--- config.mk ---
export PLATFORM = sky130hd
export DESIGN_NAME = thermometer_codec_top
export DESIGN_NICKNAME = d
export VERILOG_FILES = /design/src/rtl/thermometer_codec_top.sv
export SDC_FILE = /design/constraint.sdc
export NUM_CORES = 1
export LEC_CHECK = 0
export CORE_AREA = 2 2 39 41
export DETAILED_ROUTE_END_ITERATION = 7
export DIE_AREA = 0 0 41 43
export GPL_TIMING_DRIVEN = 1
export SLEW_MARGIN = 20
export SYNTH_ARGS = -nofsm -noshare
export SYNTH_HDL_FRONTEND = slang
export SYNTH_SLANG_ARGS = --single-unit
--- constraint.sdc ---
create_clock -name clk -period 0.8 [get_ports clk]
set_input_delay 0.16 -clock clk [delete_from_list [all_inputs] [get_ports clk]]
set_output_delay 0.16 -clock clk [all_outputs]
set_load 0.02 [all_outputs]
--- src/rtl/thermometer_codec_top.sv ---
// Selectable binary<->thermometer converter between the switch bank and the LED bank.
// One registered result per clock; sel picks encode (0) or decode (1).
module thermometer_codec_top #(
  parameter int unsigned K = 3,
  parameter int unsigned W = 2**K - 1
) (
  input  logic         clk,
  input  logic         rst_n,
  input  logic [W-1:0] sw,
  input  logic         sel,
  output logic [W-1:0] led
);

  logic [K-1:0] bin_in;
  logic [W-1:0] enc_c;
  logic [K-1:0] run_cnt;
  logic         run_alive;
  logic [W-1:0] dec_c;
  logic [W-1:0] result_c;

  assign bin_in = sw[K-1:0];

  // Encode: bit i is set when i is below the binary count.
  always_comb begin
    enc_c = '0;
    for (int unsigned i = 0; i < W; i++) begin
      enc_c[i] = (K'(i) < bin_in);
    end
  end

  // Decode: length of the unbroken run of ones starting at bit 0.
  always_comb begin
    run_alive = 1'b1;
    run_cnt   = '0;
    for (int unsigned i = 0; i < W; i++) begin
      run_alive = run_alive & sw[i];
      run_cnt   = run_cnt + K'(run_alive);
    end
  end

  always_comb begin
    dec_c          = '0;
    dec_c[K-1:0]   = run_cnt;
  end

  assign result_c = sel ? dec_c : enc_c;

  always_ff @(posedge clk or negedge rst_n) begin
    if (!rst_n) begin
      led <= '0;
    end else begin
      led <= result_c;
    end
  end

endmodule

==> results of run 1 <==
[cell type report]
type | instances | area [sq um]
Fill cell | 139 | 755.7
Timing Repair Buffer | 22 | 209.0
Multi-Input combinational cell | 20 | 178.9
Sequential cell | 7 | 175.2
Clock buffer | 4 | 26.28
Tap cell | 16 | 20.02
Inverter | 5 | 18.77
[kinds of logic (layout without fill, tap and decap cells)]
logic type	count (synthesis)	in the layout
AND/OR/NAND/NOR	13	13
buffers and inverters	5	31
flip-flops	7	7
adder cells (fa/ha/maj)	3	3
AO/OA/AOI/OAI	4	4
[worst max-delay path by stage]
stage / end / depth (start not counted) / start
floorplan: led[1] / 7 / sw[2]
global placement: led[1] / 8 / sw[1]
detailed placement: led[1] / 8 / sw[1]
CTS: led[1] / 8 / sw[3]
global route: led[1] / 8 / sw[3]
finish: led[1] / 8 / sw[3]
[timing repair]
item / CTS / global route
hold buffers: 0 / 0
setup buffers: 0 / 0
endpoints found under the setup margin: 13 / 10
resized for setup: 65 / 1
pin swaps: 6 / 3
[metal layers]
metal	global-route usage (%)	part of all wire [%]	vias to the layer above
met1	10.63	39	135
li1	-	-	156
met3	1.571	11	0
met5	0	0	-
met4	12.00	0	0
met2	14.69	50	16
[metrics by stage]
step	setup slack [ps]	TNS, ps	cell area, sq um	hold WS, ps
after floorplan	-1203	-3252	361.6	-135.6
after global placement	-1699	-7809	586.8	426.7
after detailed placement	-1729	-7881	586.8	431.1
after CTS	-1188	-3986	624.3	159.5
after global routing	-1137	-3931	628.1	177.8
final	-1097	-3654	628.1	161.2
[Yosys cell counts]
library cell and number:
a21boi_1 1, a21oi_1 2, a22oi_1 1, and2_1 2
and3_1 1, and4_4 1, dfrtp_1 7, fa_1 3
inv_1 4, inv_2 1, nand2_1 1, nand2b_1 1
nand4_1 1, nor2_1 4, nor3_1 1, nor4_1 1
[power by group through the flow]
stage | Clock [mW] | Sequential [mW] | Combinational (mW)
2_1_floorplan | 0 | 0.417 | 0.0435
3_3_place_gp | 0 | 0.386 | 0.208
3_5_place_dp | 0 | 0.387 | 0.211
4_1_cts | 0.328 | 0.386 | 0.216
5_1_grt | 0.336 | 0.388 | 0.240
6_report | 0.306 | 0.386 | 0.218
==> impl_results.md, run 1 <==
- Relative slew slack: 73.00%
- Final setup fails: 10
- Pin count of the biggest net entering global routing: 8
- Root Buffer: clkbuf_4
- Crit-path max FO: 4
- Cell repeated most along the worst path: fa_1
- Post-Synth Simple-Gate Area: between 20% and 30%
- Registers with the most flip-flops: led: 7 flops
- Critical path class: input port to flop
- Gpl congestion: 0.7230
- Worst VDD drop: 0.3991 mV
- Initial core utilization: about 25%
- Failing checks: negative setup slack
- Drt drc: 0
- CP Launch Type: input port
- Fin cells: 74
- Synthesis Warnings: 0
- Initial antenna violation count: 0
- Largest register FFs: 7
- Clk sinks: 7
- DR vias: slightly above 300
- Critical path, cell by cell: buf_6 -> and4_4 -> and2_4 -> fa_1 -> inv_2 -> fa_2 -> fa_1 -> a21oi_1
- Post-layout min period: roughly 1900 ps
- #FFs+latches synth: 7
- Post-synthesis cell area: roughly 350 sq um
- Total Die Area: 1763 sq um
- Power share of the clock group: approximately 34%
- First-pass GRT wire length: approximately 1100 um
- Sw Ratio: approximately a quarter
- Mux cell area share after synthesis: 0%
- Post-Synth XOR/XNOR Area: 0%
- Status: finished with violations
- Worst hold path class: input port to asynchronous set/reset pin
- Top post-synthesis cells by area: dfrtp_1 50%, fa_1 17%, inv_1 4.3%
- Crit-path leading delay family: adder cells
- Layout net count: 72
- GRT overflow: 0
- Post-Syn Nets: 45
- I/O Pins: 17
- Most flop-heavy register: led
- CP arrival: just over 2000 ps
- Sequential power share: 42.4%
- N_diodes: 0
- GRT Overall Usage: between 10 and 15%
- Max Clock Freq: 527.1 MHz
- Worst Max-Slew Pin Slew: between 400 and 500 ps
- Syn Inst Count: 32
- Core ar.: about 1400 sq um
- Worst EP required: ~930 ps
- Most common cell after layout, fill and taps aside: buf_6
- Die height: around 43 um
- Sequential share of the synthesized area: 49.82%
- Final worst-path setup slack: -1097 ps
- Worst path bufs/invs: 2
- Largest family of logic cells by synthesized area: simple AND/OR/NAND/NOR gates
- Crit-path slowest cell: fa_1
- Antenna viol nets, final: 0
- Logic pwr share: between 20% and 30%
- Synth-to-Final Area Change: 78.65%
- Num rows: 14
- Die width: between 40 and 50 um
- CTS Buffer Depth: 2
- Mean Syn Cell Area: ~11 sq um
- TritonCTS clock tree: built
- Dpl hpwl: ~560 um
- Lkg Pwr: between 0.2 and 0.3 nW
- Pins over their slew limit: 0
- H-tree Lvls: 1
- CP peak stage delay: about 520 ps
- Crit path capture type: flop
- Post-route clock period utilization: 237.1%
- Number of port buffers: 16
- Commonest cells after routing, fill and taps aside: 10 x buf_6, 7 x dfrtp_1, 6 x buf_4
- Number of global-route vias before repair: between 200 and 300
- Synth Area in Adders: about 17%
- Post-synthesis cell type count: 16
- # Max-Cap Violations: 0
- RSZ-0062 raised after global routing: yes
- Final WL: about 680 um
- Share of layout cells above drive strength 1: slightly below 50%
- Post-DR wirelength/cell: between 9 and 10 um
- Final hold viol count: 0
- Post-Place Cells: 70
- Final total power: about 910 uW
- P_int: between 600 and 700 uW
- TritonRoute pass-1 iters: 3
- Clk slew on worst S/H paths: roughly 50 ps
- Drt via density: a little over 4
- Layout Utilization: a little under half
- Net Sw Power: between 200 and 250 uW
- Iter 0 DRT Violations: 1
- CTS buffer count: 3
- Compound-Gate Fraction of Synth Area: just over 7%
- Largest area contributor in the netlist: dfrtp_1
- Pwr Density: ~1400 nW/um^2
- Synth top area share: 49.82%
Note: power is estimated with default switching activity, not from simulation.
==> run 2, diff against run 1 <==
REMOVE_ABC_BUFFERS = 1   (was not set)
SLEW_MARGIN = not set   (was 20)
==> run 2 against run 1 <==
The run still ends with negative setup slack left. Worst hold slack improved by 7.0 ps. Combinational power grew 2%. Sequential cell count unchanged. Worst setup slack lost 39 ps. Critical path depth did not move. Final cell count grew 4.1%. Core utilization is 0.81 points higher. Die area is the same. Final area is 1.8% higher. Sequential share of layout area down 0.49 points. Sequential power about the same.
==> impl_results.md, run 2 (synthesized netlist as in run 1, its figures left out) <==
- Critical path, cell by cell: buf_6 -> and4_4 -> and2_4 -> fa_1 -> inv_2 -> fa_2 -> fa_1 -> a21oi_2
- Gpl congestion: just over 0.7
- Antenna viol nets, final: 0
- Number of port buffers: 16
- GRT overflow: 0
- Die height: approximately 43 um
- Setup crit start: sw[0]
- Status: finished with violations
- Worst Max-Slew Pin Slew: 388.5 ps
- TritonRoute pass-1 iters: 1
- Pins over their slew limit: 0
- Drt drc: 0
- Post-route clock period utilization: 242.0%
- CTS Buffer Depth: 2
- I/O Pins: 17
- Critical path class: input port to flop
- DR vias: roughly 330
- CTS buffer count: 3
- CP arrival: between 2000 and 2500 ps
- Number of global-route vias before repair: between 300 and 400
- First-pass GRT wire length: 1110 um
- Share of layout cells above drive strength 1: around 54%
- # Max-Cap Violations: 0
- Initial core utilization: between 20% and 30%
- H-tree Lvls: 1
- CP peak stage delay: 510 ps
- TritonCTS clock tree: built
- Total Die Area: roughly 1800 sq um
- N_diodes: 0
- Final hold viol count: 0
- Drt via density: ~4.2
- GRT Overall Usage: about a tenth
- Max Clock Freq: roughly 520 MHz
- Crit-path max FO: 4
- Die width: about 41 um
- Num rows: 14
- Cell repeated most along the worst path: fa_1
- Commonest cells after routing, fill and taps aside: 9 x buf_4, 8 x buf_6, 7 x dfrtp_1
- Registers with the most flip-flops: led: 7 flops
- Clk sinks: 7
- Worst hold path class: input port to asynchronous set/reset pin
- Synth-to-Final Area Change: 81.85%
- Crit-path slowest cell: fa_1
- Crit path capture type: flop
- Relative slew slack: about 74%
- Initial antenna violation count: 0
- Final setup fails: 13
- Setup_tns: -3952 ps
- CP Launch Type: input port
- Final total power: roughly 910 uW
- Hold_ws: roughly 170 ps
- Final worst-path setup slack: -1136 ps
- Root Buffer: clkbuf_4
- Worst EP required: slightly above 900 ps
- Worst VDD drop: 0.4210 mV
- Pin count of the biggest net entering global routing: 8
- Failing checks: negative setup slack
- Iter 0 DRT Violations: 0
- Largest register FFs: 7
- Post-Place Worst Slack: -1828 ps
- Layout Utilization: 46.20%
- Most common cell after layout, fill and taps aside: buf_4
- Lkg Pwr: roughly 0.3 nW
- Post-layout min period: roughly 1900 ps
- Most flop-heavy register: led
- Final WL: ~710 um
- Clk slew on worst S/H paths: approximately 50 ps
- RSZ-0062 raised after global routing: yes
- Pwr Density: approximately 1400 nW/um^2
- Core ar.: 1384 sq um
- CTS Hold Bufs: 0
- Layout net count: 75
- Post-DR wirelength/cell: between 9 and 10 um
[run 2: metal layers]
| metal | part of all wire [%] | vias up | track usage, % |
|---|---|---|---|
| met5 | 0 | - | 0 |
| met4 | 1.7 | 0 | 10.00 |
| met3 | 9.9 | 2 | 1.571 |
| met2 | 54 | 15 | 16.56 |
| met1 | 35 | 149 | 8.882 |
| li1 | - | 161 | - |
[run 2: timing repair]
action                                  in CTS  in global routing
resized for setup                           66                  2
buffers inserted                             2                  0
pin swaps                                    6                  5
endpoints found under the setup margin      14                 14
[run 2: final timing paths]
path	end	slack, ps
setup / recovery	led[1]	-1140
hold / removal	led[2]	170
max in group asynchronous	led[3]	410
min in group clk	led[5]	280
[run 2: cell type report]
class | count | area, sq um
Inverter | 5 | 18.77
Timing Repair Buffer | 25 | 220.2
Multi-Input combinational cell | 20 | 178.9
Fill cell | 149 | 744.5
Sequential cell | 7 | 175.2
Clock buffer | 4 | 26.28
Tap cell | 16 | 20.02
[run 2: metrics by stage]
stage / std cells / area (sq um)
global route: 77 / 639.4
detailed placement: 71 / 584.3
global placement: 71 / 584.3
CTS: 77 / 635.6
finish: 77 / 639.4
floorplan: 32 / 351.6
[run 2: report_power, final]
group	switching, mW	internal [mW]
combinational	0.0991	0.124
clock	0.113	0.189
sequential	0.00976	0.377
[run 2: worst max-delay path: cells and delay by family]
kind / cells / cell delay [ps]
buf+inv: 2 / 130
simple gates: 2 / 350
compound gates: 1 / 50
fa+ha+maj: 3 / 1360
